<file path="src/rtl/cordic_pkg.sv">
// Shared CORDIC types and helpers: FSM state enum, angle scaling, and the
// elaboration-time arctangent table generator.
package cordic_pkg;

  typedef enum logic [1:0] {
    ST_IDLE = 2'd0,
    ST_LOAD = 2'd1,
    ST_ITER = 2'd2,
    ST_DONE = 2'd3
  } cordic_state_t;

  localparam int CORDIC_WIDTH      = 16;
  localparam int CORDIC_FRAC_OFF   = 3;
  localparam int CORDIC_ANGLE_FRAC = CORDIC_WIDTH - CORDIC_FRAC_OFF;

  // round(atan(2^-i) * 2^(width-3)); atan is evaluated in Q60 (pi/4 directly,
  // otherwise the alternating Taylor series, which converges for i >= 1).
  function automatic logic [63:0] cordic_atan(input int i, input int width);
    logic [63:0] acc;
    logic [63:0] term;
    int          sh;
    acc = '0;
    if (i == 0) begin
      acc = 64'h0C90_FDAA_2216_8C23;
    end else begin
      for (int k = 0; k < 32; k++) begin
        sh = i * (2 * k + 1);
        if (sh <= 60) begin
          term = (64'd1 << (60 - sh)) / 64'(2 * k + 1);
          if (k % 2 == 0) acc = acc + term;
          else            acc = acc - term;
        end
      end
    end
    return (acc + (64'd1 << (60 - (width - CORDIC_FRAC_OFF) - 1)))
           >> (60 - (width - CORDIC_FRAC_OFF));
  endfunction

endpackage

</file>
<file path="src/rtl/cordic_atan_rom.sv">
// Combinational arctangent constant table indexed by the CORDIC iteration.
module cordic_atan_rom
  import cordic_pkg::*;
#(
  parameter int WIDTH = 16,
  parameter int ITER  = 16,
  parameter int IW    = (ITER > 1) ? $clog2(ITER) : 1
) (
  input  logic [IW-1:0]    idx,
  output logic [WIDTH-1:0] alpha
);

  logic [WIDTH-1:0] rom [2**IW];

  // Rows past ITER-1 are unreachable; tie them off so the table is a full power of two.
  for (genvar g = 0; g < 2**IW; g++) begin : g_rom
    if (g < ITER) begin : g_used
      assign rom[g] = WIDTH'(cordic_atan(g, WIDTH));
    end else begin : g_pad
      assign rom[g] = '0;
    end
  end

  assign alpha = rom[idx];

endmodule

</file>
<file path="src/rtl/cordic_iter_ctrl.sv">
// CORDIC rotation iteration sequencer: IDLE -> LOAD -> ITER x N -> DONE.
// Optional abort port pair is enabled by defining CORDIC_ABORT_EN.
module cordic_iter_ctrl
  import cordic_pkg::*;
#(
  parameter int WIDTH = CORDIC_WIDTH,
  parameter int ITER  = 16,
  parameter int IW    = (ITER > 1) ? $clog2(ITER) : 1
) (
  input  logic             clk,
  input  logic             rst,
  input  logic             start,
  input  logic [WIDTH-1:0] theta_in,
  input  logic             delta,
`ifdef CORDIC_ABORT_EN
  input  logic             abort,
  output logic             aborted,
`endif
  output logic [WIDTH-1:0] theta,
  output logic             load,
  output logic             step_en,
  output logic [IW-1:0]    iter,
  output logic [WIDTH-1:0] alpha_i,
  output logic [IW-1:0]    shift,
  output logic             dir,
  output logic             busy,
  output logic             done,
  output logic [1:0]       state_dbg
);

  // start is a request sampled only in IDLE; there is no ready/queue, a start
  // seen in any other state (including DONE) is simply dropped.
  cordic_state_t    state;
  logic [IW-1:0]    cnt;
  logic [WIDTH-1:0] rom_alpha;

  always_ff @(posedge clk) begin
    if (rst) begin
      state <= ST_IDLE;
      theta <= '0;
      cnt   <= '0;
      dir   <= 1'b0;
`ifdef CORDIC_ABORT_EN
      aborted <= 1'b0;
`endif
    end else begin
`ifdef CORDIC_ABORT_EN
      aborted <= 1'b0;
`endif
      case (state)
        ST_IDLE: if (start) begin
          state <= ST_LOAD;
          theta <= theta_in;
        end
        ST_LOAD: begin
          cnt   <= '0;
          state <= ST_ITER;
        end
        ST_ITER: begin
          dir <= delta;
          // Counter returns to 0 after the last step so iter reads 0 when idle.
          if (cnt == IW'(ITER - 1)) begin
            cnt   <= '0;
            state <= ST_DONE;
          end else begin
            cnt <= cnt + 1'b1;
          end
        end
        ST_DONE: state <= ST_IDLE;
        default: state <= ST_IDLE;
      endcase
`ifdef CORDIC_ABORT_EN
      if (abort && (state == ST_LOAD || state == ST_ITER)) begin
        state   <= ST_IDLE;
        cnt     <= '0;
        aborted <= 1'b1;
      end
`endif
    end
  end

  cordic_atan_rom #(.WIDTH(WIDTH), .ITER(ITER), .IW(IW)) u_rom (
    .idx   (cnt),
    .alpha (rom_alpha)
  );

  assign load      = (state == ST_LOAD);
  assign step_en   = (state == ST_ITER);
  assign done      = (state == ST_DONE);
  assign busy      = (state != ST_IDLE);
  assign iter      = cnt;
  assign shift     = step_en ? cnt : '0;
  assign alpha_i   = step_en ? rom_alpha : '0;
  assign state_dbg = state;

endmodule

</file>
<file path="config.mk">
export PLATFORM = sky130hd
export DESIGN_NAME = cordic_iter_ctrl
export DESIGN_NICKNAME = d
export VERILOG_FILES = /design/src/rtl/cordic_pkg.sv /design/src/rtl/cordic_atan_rom.sv /design/src/rtl/cordic_iter_ctrl.sv
export SDC_FILE = /design/constraint.sdc
export NUM_CORES = 1
export LEC_CHECK = 0
export ABC_AREA = 1
export CORE_UTILIZATION = 39
export DETAILED_ROUTE_END_ITERATION = 10
export HOLD_SLACK_MARGIN = 0.1
export PLACE_DENSITY = 0.77
export REMOVE_ABC_BUFFERS = 1
export SKIP_CTS_REPAIR_TIMING = 1
export SKIP_LAST_GASP = 1
export SLEW_MARGIN = 10
export SYNTH_ARGS = -nofsm -noshare
export SYNTH_HDL_FRONTEND = slang
export SYNTH_SLANG_ARGS = --single-unit
</file>
<file path="constraint.sdc">
create_clock -name clk -period 1.6 [get_ports clk]
set_input_delay 0.16 -clock clk [delete_from_list [all_inputs] [get_ports clk]]
set_output_delay 0.16 -clock clk [all_outputs]
set_load 0.005 [all_outputs]
</file>
* After elaboration in Yosys (flattened, before gate mapping) *
Memories as Yosys holds them, arrays and structs flattened.
Index checks and enable logic that the tools add are counted.
W data, S select, Z words.

storage, ports and cells
  output and inout port bits = 47
  word-level logic and storage cells = 28
  bits in read-only memories = 256
  register bits = 23
  memories kept = 1

memory list
  name             words  bits a word  read ports  clocked after memory_dff  write ports  line                   text
  (no name shown)  16     16           1           0                         0            cordic_atan_rom.sv:24  assign alpha = rom[idx];

cells by class
  magnitude comparators = 1
  reductions and logical operators = 5
  equal/unequal tests = 6
  $add $sub $neg = 1
  bitwise operators = 1
  muxes and demuxes = 9

operators with widths
  cell                   number
  $mux W16               3
  $mux W4                2
  $pmux W2 S4            1
  $pmux W4 S2            1
  $ge A5 B5 Y1 const B   1
  $not A4 Y5             1
  $add A4 B1 Y4 const B  1
  $eq A2 B2 Y1 const B   2
  $eq A4 B4 Y1 const B   1
  $mux W2                2
  $reduce_and A2 Y1      2
  $reduce_bool A2 Y1     2
  $eq A2 B1 Y1 const B   1
  $logic_not A2 Y1       1
  $ne A2 B1 Y1 const B   1
  $ne A2 B2 Y1 const B   1

* Longest topological paths before layout *
  word-level depth = 5
  mapped depth = 7
  depth with buffers taken out = 7

* Hierarchy *
A second synthesis with hierarchy kept.

unflattened totals
  cells, all modules = 222
  area, all modules = 1450.1 sq um

by module, submodules not included
  module            area an instance (sq um)  seq. area each (sq um)  cells an instance  instances
  cordic_iter_ctrl  1139.8                    460.4                   167                1
  cordic_atan_rom   310.3                     0.0                     55                 1

* Worst setup path before layout *
Ideal clock, no wire load.

  kind = register to output
  from = register state[0], in the netlist state_dbg[0]
  to = output alpha_i[1]
  stages on the path, launching flop included = 6
  slack = 0.281 ns
  arrival = 1.159 ns
  path buffers = 1
  cells stage by stage = dfxtp_1 -> inv_1 -> ha_1 -> buf_6 -> inv_1 -> nor3_1

between the ends
  longest elaborated chain between the ends = 2

ends and longest elaborated chain
  element                   line                    text
  start: declaration        cordic_iter_ctrl.sv:33  cordic_state_t state;
  start signal: assignment  cordic_iter_ctrl.sv:39  state <= ST_IDLE;
  start signal: assignment  cordic_iter_ctrl.sv:52  state <= ST_LOAD;
  start signal: assignment  cordic_iter_ctrl.sv:57  state <= ST_ITER;
  $eq A2 B2 Y1              cordic_iter_ctrl.sv:88  assign step_en = (state == ST_ITER);
  via step_en               cordic_iter_ctrl.sv:21  output logic step_en,
  $mux W16                  cordic_iter_ctrl.sv:93  assign alpha_i = step_en ? rom_alpha : '0;
  end: declaration          cordic_iter_ctrl.sv:23  output logic [WIDTH-1:0] alpha_i,

The timed path passes the listed nets, and every way through them passes these cells.

* Final worst setup path *
  from = register state[0], in the netlist state_dbg[0]
  to = output alpha_i[6]

between the ends
  longest elaborated chain between the ends = 2

ends and longest elaborated chain
  element       line
  $eq A2 B2 Y1  cordic_iter_ctrl.sv:88
  $mux W16      cordic_iter_ctrl.sv:93

No other way between the ends.

==> impl_metrics.prom <==
# TYPE chip_impl_metric gauge
chip_impl_metric{name="dp_hpwl",unit="mm"} 2.59
chip_impl_info{name="post-synth-top-area-cell",value="sky130_fd_sc_hd__dfxtp_1"} 1
chip_impl_info{name="failed_checks",value="setup timing"} 1
chip_impl_metric{name="report.final.setup_viol",unit=""} 8
chip_impl_info{name="yosys.cell_count.top_type",value="sky130_fd_sc_hd__nor2_1"} 1
chip_impl_metric{name="synth.avg_cell_area",unit="um2"} 7.13
chip_impl_metric{name="synth-seq-cells",unit=""} 23
chip_impl_metric{name="synthArstFlopShare",unit="%"} 0
chip_impl_metric{name="worst_ep_arrival_time",unit="ns"} 1.58
chip_impl_metric{name="clock_sinks",unit=""} 23
chip_impl_metric{name="avgViaCountPerCell",unit=""} 4.58
chip_impl_metric{name="grt_pass1_vias",unit=""} 1194
chip_impl_metric{name="grt-ovfl-total",unit=""} 0
chip_impl_metric{name="finalWeightedCongestion",unit=""} 0.815
chip_impl_metric{name="dr.pass1.iters",unit=""} 4
chip_impl_metric{name="cts_made_buffers",unit=""} 3
chip_impl_metric{name="fp-row-count",unit=""} 20
chip_impl_metric{name="synth.yosys.seq_area_share",unit="%"} 35.7
chip_impl_metric{name="track_usage",unit="%"} 19.5
chip_impl_metric{name="finish.cell_count_without_fillers",unit=""} 313
chip_impl_info{name="worst_path_most_repeated_cell",value="sky130_fd_sc_hd__buf_4"} 1
chip_impl_metric{name="drt_first_iter_violations",unit=""} 48
chip_impl_metric{name="port-buffer-count",unit=""} 63
chip_impl_metric{name="final_layout_size_suffix_gt1_share",unit="%"} 23.8
chip_impl_metric{name="final_net_count",unit=""} 302
chip_impl_metric{name="antenna_violating_nets_post_route",unit=""} 0
chip_impl_metric{name="wl_per_cell",unit="um"} 11.5
chip_impl_metric{name="synth_enable_flop_cells",unit=""} 0
chip_impl_metric{name="fmaxAchievable",unit="GHz"} 0.576
chip_impl_metric{name="worst_vdd_ir",unit="mV"} 1.03
chip_impl_metric{name="critical_path.max_stage_delay",unit="ns"} 0.34
chip_impl_info{name="rsz0062_at_grt",value="true"} 1
chip_impl_metric{name="pre_cts_slack",unit="ns"} -0.105
chip_impl_info{name="synthFlopType",value="sky130_fd_sc_hd__dfxtp_1"} 1
chip_impl_metric{name="final_hold_viol_count",unit=""} 0
chip_impl_metric{name="syn2layout_area_growth",unit="%"} 73.2
chip_impl_metric{name="post-synth-top-area-fraction",unit="%"} 35.7
chip_impl_metric{name="syn_warnings",unit=""} 0
chip_impl_info{name="crit_path_end_kind",value="primary output"} 1
chip_impl_metric{name="h-tree-depth",unit=""} 1
chip_impl_info{name="critical_path.cell_chain",value="inv_2 > ha_4 > buf_4 > buf_4 > nand3_2 > buf_4 > a21oi_1 > buf_2"} 1
chip_impl_metric{name="fp.dieH",unit="um"} 59.5
chip_impl_info{name="critical_path.startpoint_type",value="register"} 1
chip_impl_metric{name="num_vias",unit=""} 1432
chip_impl_info{name="hold_path.class",value="in2reg"} 1
chip_impl_metric{name="final.setup.worst_slack",unit="ns"} -0.137
chip_impl_info{name="ys_top_cells_by_area",value="sky130_fd_sc_hd__dfxtp_1 (36%), sky130_fd_sc_hd__nor2_1 (13%), sky130_fd_sc_hd__ha_1 (12%), sky130_fd_sc_hd__o21ai_0 (7.4%), sky130_fd_sc_hd__nand2_1 (7.3%)"} 1
chip_impl_metric{name="cts-root-to-sink-buffers",unit=""} 2
chip_impl_info{name="result_of_the_run",value="finished, violations left"} 1
chip_impl_metric{name="grt_antenna_before_repair",unit=""} 0
chip_impl_metric{name="clock_skew",unit="ns"} 0.00264
chip_impl_metric{name="drt-total-wl",unit="mm"} 3.61
chip_impl_metric{name="leakagePower",unit="nW"} 1.25
chip_impl_metric{name="die_area",unit="um2"} 3540
chip_impl_metric{name="drv.max_cap_violation_count",unit=""} 0
chip_impl_metric{name="antenna_cells",unit=""} 0
chip_impl_metric{name="remaining_drc_errors",unit=""} 0
chip_impl_metric{name="design.portCount",unit=""} 67
chip_impl_info{name="clock-root-buffer",value="sky130_fd_sc_hd__clkbuf_4"} 1
chip_impl_info{name="cpMaxStageDelayCell",value="sky130_fd_sc_hd__dfxtp_2"} 1
chip_impl_metric{name="clk_latency",unit="ns"} 0.30
chip_impl_metric{name="placed_cells",unit=""} 301
chip_impl_metric{name="grt_max_degree",unit=""} 21
chip_impl_info{name="netlist_top_cells_count",value="sky130_fd_sc_hd__nor2_1 (44), sky130_fd_sc_hd__nand2_1 (25), sky130_fd_sc_hd__dfxtp_1 (23)"} 1
chip_impl_metric{name="synth_cell_type_count",unit=""} 25
chip_impl_metric{name="clkTransAtPathRegs",unit="ns"} 0.12
chip_impl_metric{name="core",unit="um2"} 3100
chip_impl_metric{name="timing.critical_path.fanout_max",unit=""} 3
chip_impl_metric{name="grt_first_pass_wirelength",unit="mm"} 5.17
chip_impl_info{name="tritoncts_clock_tree",value="yes"} 1
chip_impl_metric{name="post_synth_instance_area",unit="um2"} 1290
chip_impl_info{name="path_class",value="reg2out"} 1
chip_impl_metric{name="power_density",unit="nW/um2"} 1440
chip_impl_metric{name="finalMaxSlewViolations",unit=""} 0
chip_impl_metric{name="postSynthCellCount",unit=""} 181
chip_impl_metric{name="finalCriticalPeriod",unit="ns"} 1.74
chip_impl_metric{name="dieWidth",unit="um"} 59.5
chip_impl_metric{name="initial_standard_cell_utilization_of_the_core",unit="%"} 41.6
chip_impl_metric{name="worst_ep_required_time",unit="ns"} 1.44
chip_impl_metric{name="min_period_over_period",unit="%"} 109
==> layout make-up <==
cell class / count / area (um2)
clock buffer: 4 / 26.3
fill: 265 / 868
inverter: 20 / 85.1
multi-input combinational: 131 / 746
sequential: 23 / 469
tap: 44 / 55.1
timing repair buffer: 91 / 853
==> sequential cells by signal (all words and copies together) (netlist names) <==
register / cells
theta: 16
iter: 4
state_dbg: 2
dir: 1
==> cell usage in the layout (no fill, tap or decap), drive strengths merged, types with 2 or more instances in the layout <==
master	instances
nor2	46
clkdlybuf4s50	43
buf	32
nand2	29
dfxtp	23
o21ai	20
inv	20
dlymetal6s2s	14
ha	12
nand3	8
a21oi	7
clkbuf	6
conb	3
o211ai	2
nor3	2
==> metrics by stage <==
step	hold slack, ns	setup TNS (ns)	instance area [um2]	power, mW	utilization, %
2_1_floorplan	0.238	0	1230	1.70	-
6_report	0.428	-0.490	2230	3.21	72.0
3_5_place_dp	0.471	-0.937	2060	2.74	66.5
5_1_grt	0.435	-1.42	2230	3.49	72.0
3_3_place_gp	0.461	-0.523	2060	2.70	66.5
4_1_cts	0.435	-7.67	2090	3.01	67.3
==> power by group <==
group | internal (mW) | switching, mW | total, mW
registers | 0.737 | 0.0935 | 0.830
clock network | 0.0972 | 0.161 | 0.258
logic | 1.13 | 0.996 | 2.12
total | 1.96 | 1.25 | 3.21
==> routing by layer <==
| layer | share of wire, % | up-vias | track usage, % | routed length [um] |
|---|---|---|---|---|
| met2 | 52 | 43 | 32.1 | 1870 |
| met5 | 0 | - | 0 | 0 |
| met1 | 43 | 643 | 24.7 | 1550 |
| met3 | 3.9 | 9 | 4.15 | 139 |
| met4 | 1.6 | 0 | 7.97 | 57 |
| li1 | - | 737 | - | - |
==> cells by family after synthesis <==
| logic type | after synthesis | synth area share, % |
|---|---|---|
| AO/OA/AOI/OAI | 30 | 12.2 |
| XOR/XNOR | 1 | 0.679 |
| adder cells (fa/ha/maj) | 12 | 11.6 |
| buffers and inverters | 29 | 11.4 |
| flip-flops | 23 | 35.7 |
| other | 1 | 0.291 |
| AND/OR/NAND/NOR | 85 | 28.0 |
==> worst max-delay path: cells and delay by family (launching register included) <==
family	cells	cell delay (ns)
flops	1	0.34
simple gates	1	0.10
buf+inv	5	0.59
fa+ha+maj	1	0.13
compound gates	1	0.11
==> path summary, 6_finish.rpt <==
kind	from	endpoint	slack, ns	cells past startpoint
hold reg to reg	theta[1]	theta[1]	0.49	2
hold / removal	rst	iter[2]	0.43	2
setup / recovery	state_dbg[0]	alpha_i[6]	-0.14	8
setup reg to reg	state_dbg[1]	iter[3]	0.22	7
No activity file was read; power rests on OpenSTA's default activity.
==> RTL change, RTL diff (config.mk and constraints unchanged) <==
`ITER` is set to 16 in 2 places; all go to 32.
--- a/src/rtl/cordic_atan_rom.sv
+++ b/src/rtl/cordic_atan_rom.sv
@@ -3,7 +3,7 @@
   import cordic_pkg::*;
 #(
   parameter int WIDTH = 16,
-  parameter int ITER  = 16,
+  parameter int ITER  = 32,
   parameter int IW    = (ITER > 1) ? $clog2(ITER) : 1
 ) (
   input  logic [IW-1:0]    idx,
--- a/src/rtl/cordic_iter_ctrl.sv
+++ b/src/rtl/cordic_iter_ctrl.sv
@@ -4,7 +4,7 @@
   import cordic_pkg::*;
 #(
   parameter int WIDTH = CORDIC_WIDTH,
-  parameter int ITER  = 16,
+  parameter int ITER  = 32,
   parameter int IW    = (ITER > 1) ? $clog2(ITER) : 1
 ) (
   input  logic             clk,
Ports: changed (resized iter and shift); port bits go from 67 to 69. No check against the original RTL was run, so the function may have changed too.
==> RTL change against the original RTL <==
  * Largest cell class is now multi-input combinational cells
  * The flow still finishes with violations (setup timing)
  * Combinational power fell by 5%
  * Worst hold slack improved by 0.0078 ns
  * Worst setup slack got worse by 0.019 ns
  * Largest power group unchanged
  * Routed wire length rose by 6.5%
  * Synthesized cell count rose by 10%
  * Total power rose by 0.12%
  * Highest routed layer unchanged
  * Area after synthesis rose by 8.1%
  * Sequential cell count rose by 1
  * Design area rose by 8.3%
==> RTL change: results (changes against the original RTL) <==
status=finished with violations; failing checks=setup timing; Peak VDD IR=1101 µV (+6.8%); Synth Area in Compound Gates=0.1220 (-0.0002384); Seq/total area=0.2017 (-0.008312); met1 Track Usage GR=0.2272 (-0.01982); slowest CP cell=dfxtp_2; GPL Wtd Cong=0.9134 (+12%); pre-CTS setup slack=-0.1462 ns (-0.04119 ns); Initial DRC Count=94 (+96%); Syn Inst Count=200 (+10%); Pint=1.973 mW (+0.57%); crit path DAT=1.60 ns (+0.02 ns); dpl hpwl=2688 µm (+3.6%); multi-input logic area=918.4 µm² (+23%); first-pass GRT wire length=5478 µm (+6.0%); Routed WL per cell=11.54 µm (+0.14%); Multi-Input Combinational=147 (+12%); Final #Nets=321 (+6.3%); inverters=21 (+5.0%); WL met1=1518 µm (-1.7%); routed vias=1,541 (+7.6%); Placed Instances=327 (+8.6%); synth unique cells=23 (-8.0%); ClkCell Share=0.01499 (+0.003237); met2 routed WL=1906 µm (+2.1%); critical-path maximum fanout=6 (+3); routed wl met3=356 µm (+160%); Worst setup endpoint=alpha_i[12]; sequential standard cell area=488.0 µm² (+4.0%); port bufs=65 (+3.2%); grt met3 use=0.05176 (+0.01028); Worst Min Path Start=theta_in[4]; GR Layer Usage met2=0.3195 (-0.001519); R2R cell count=9 (+2); Hold EP=theta[4]; setup_tns=-1.111 ns (-0.6214 ns); WHS=0.4361 ns (+0.007778 ns); XOR/XNOR Fraction of Synth Area=0 (-0.006790); flop2flop setup slack=0.08 ns (-0.14 ns); reg2reg end=state_dbg[1]; Yosys reg bits=24 (+4.3%); Non-clock buffering overhead=0.3444 (-0.03750); sequential share of the synthesized area=0.3444 (-0.01254); routed vias/inst=4.628 (+1.1%); final setup violation count=12 (+4); Adder-Cell Fraction of Synth Area=0.1166 (+0.0002001); layout filler cell count=269 (+1.5%); largest net degree at the start of global routing=23 (+9.5%); Synth top cells by count=49 x nor2_1, 33 x nand2_1, 24 x dfxtp_1; Worst-path clk slew=about 0.13 ns; number of tapcells=46 (+4.5%); layout cell share with drive strength beyond 1=0.2753 (+0.03734); Setup WS post-layout=-0.1560 ns (-0.01916 ns); Pleak=1.254 nW (+0.67%); hold path cells=3 (+1); Crit Reg-Reg Startpoint=iter[0]; Synth area leaders=dfxtp_1 34%, nor2_1 13%, ha_1 12%; Total GRT Usage=0.1925 (-0.002519)
## RTL change: cell types whose count changed after synthesis, sizes merged, moves of 2 or more
| cell | unedited run | this run |
|---|---|---|
| nor2 | 46 | 51 |
| nor3 | 2 | 0 |
| a21oi | 7 | 11 |
| nand2 | 29 | 35 |
| o21ai | 20 | 23 |
| o211ai | 2 | 0 |
| buf | 7 | 9 |
## RTL change: worst max-delay path: cells and delay by family (launching register included)
kind | cells | cell delay (ns)
fa+ha+maj | 1 | 0.16
simple gates | 3 | 0.37
buf+inv | 4 | 0.41
flops | 1 | 0.35
## RTL change: power by group through the flow
stage,Combinational [mW],Sequential (mW),Clock (mW)
6_report,2.01,0.884,0.319
5_1_grt,2.23,0.911,0.350
3_3_place_gp,1.74,0.872,0
4_1_cts,1.78,0.865,0.324
2_1_floorplan,0.763,0.911,0
3_5_place_dp,1.77,0.879,0
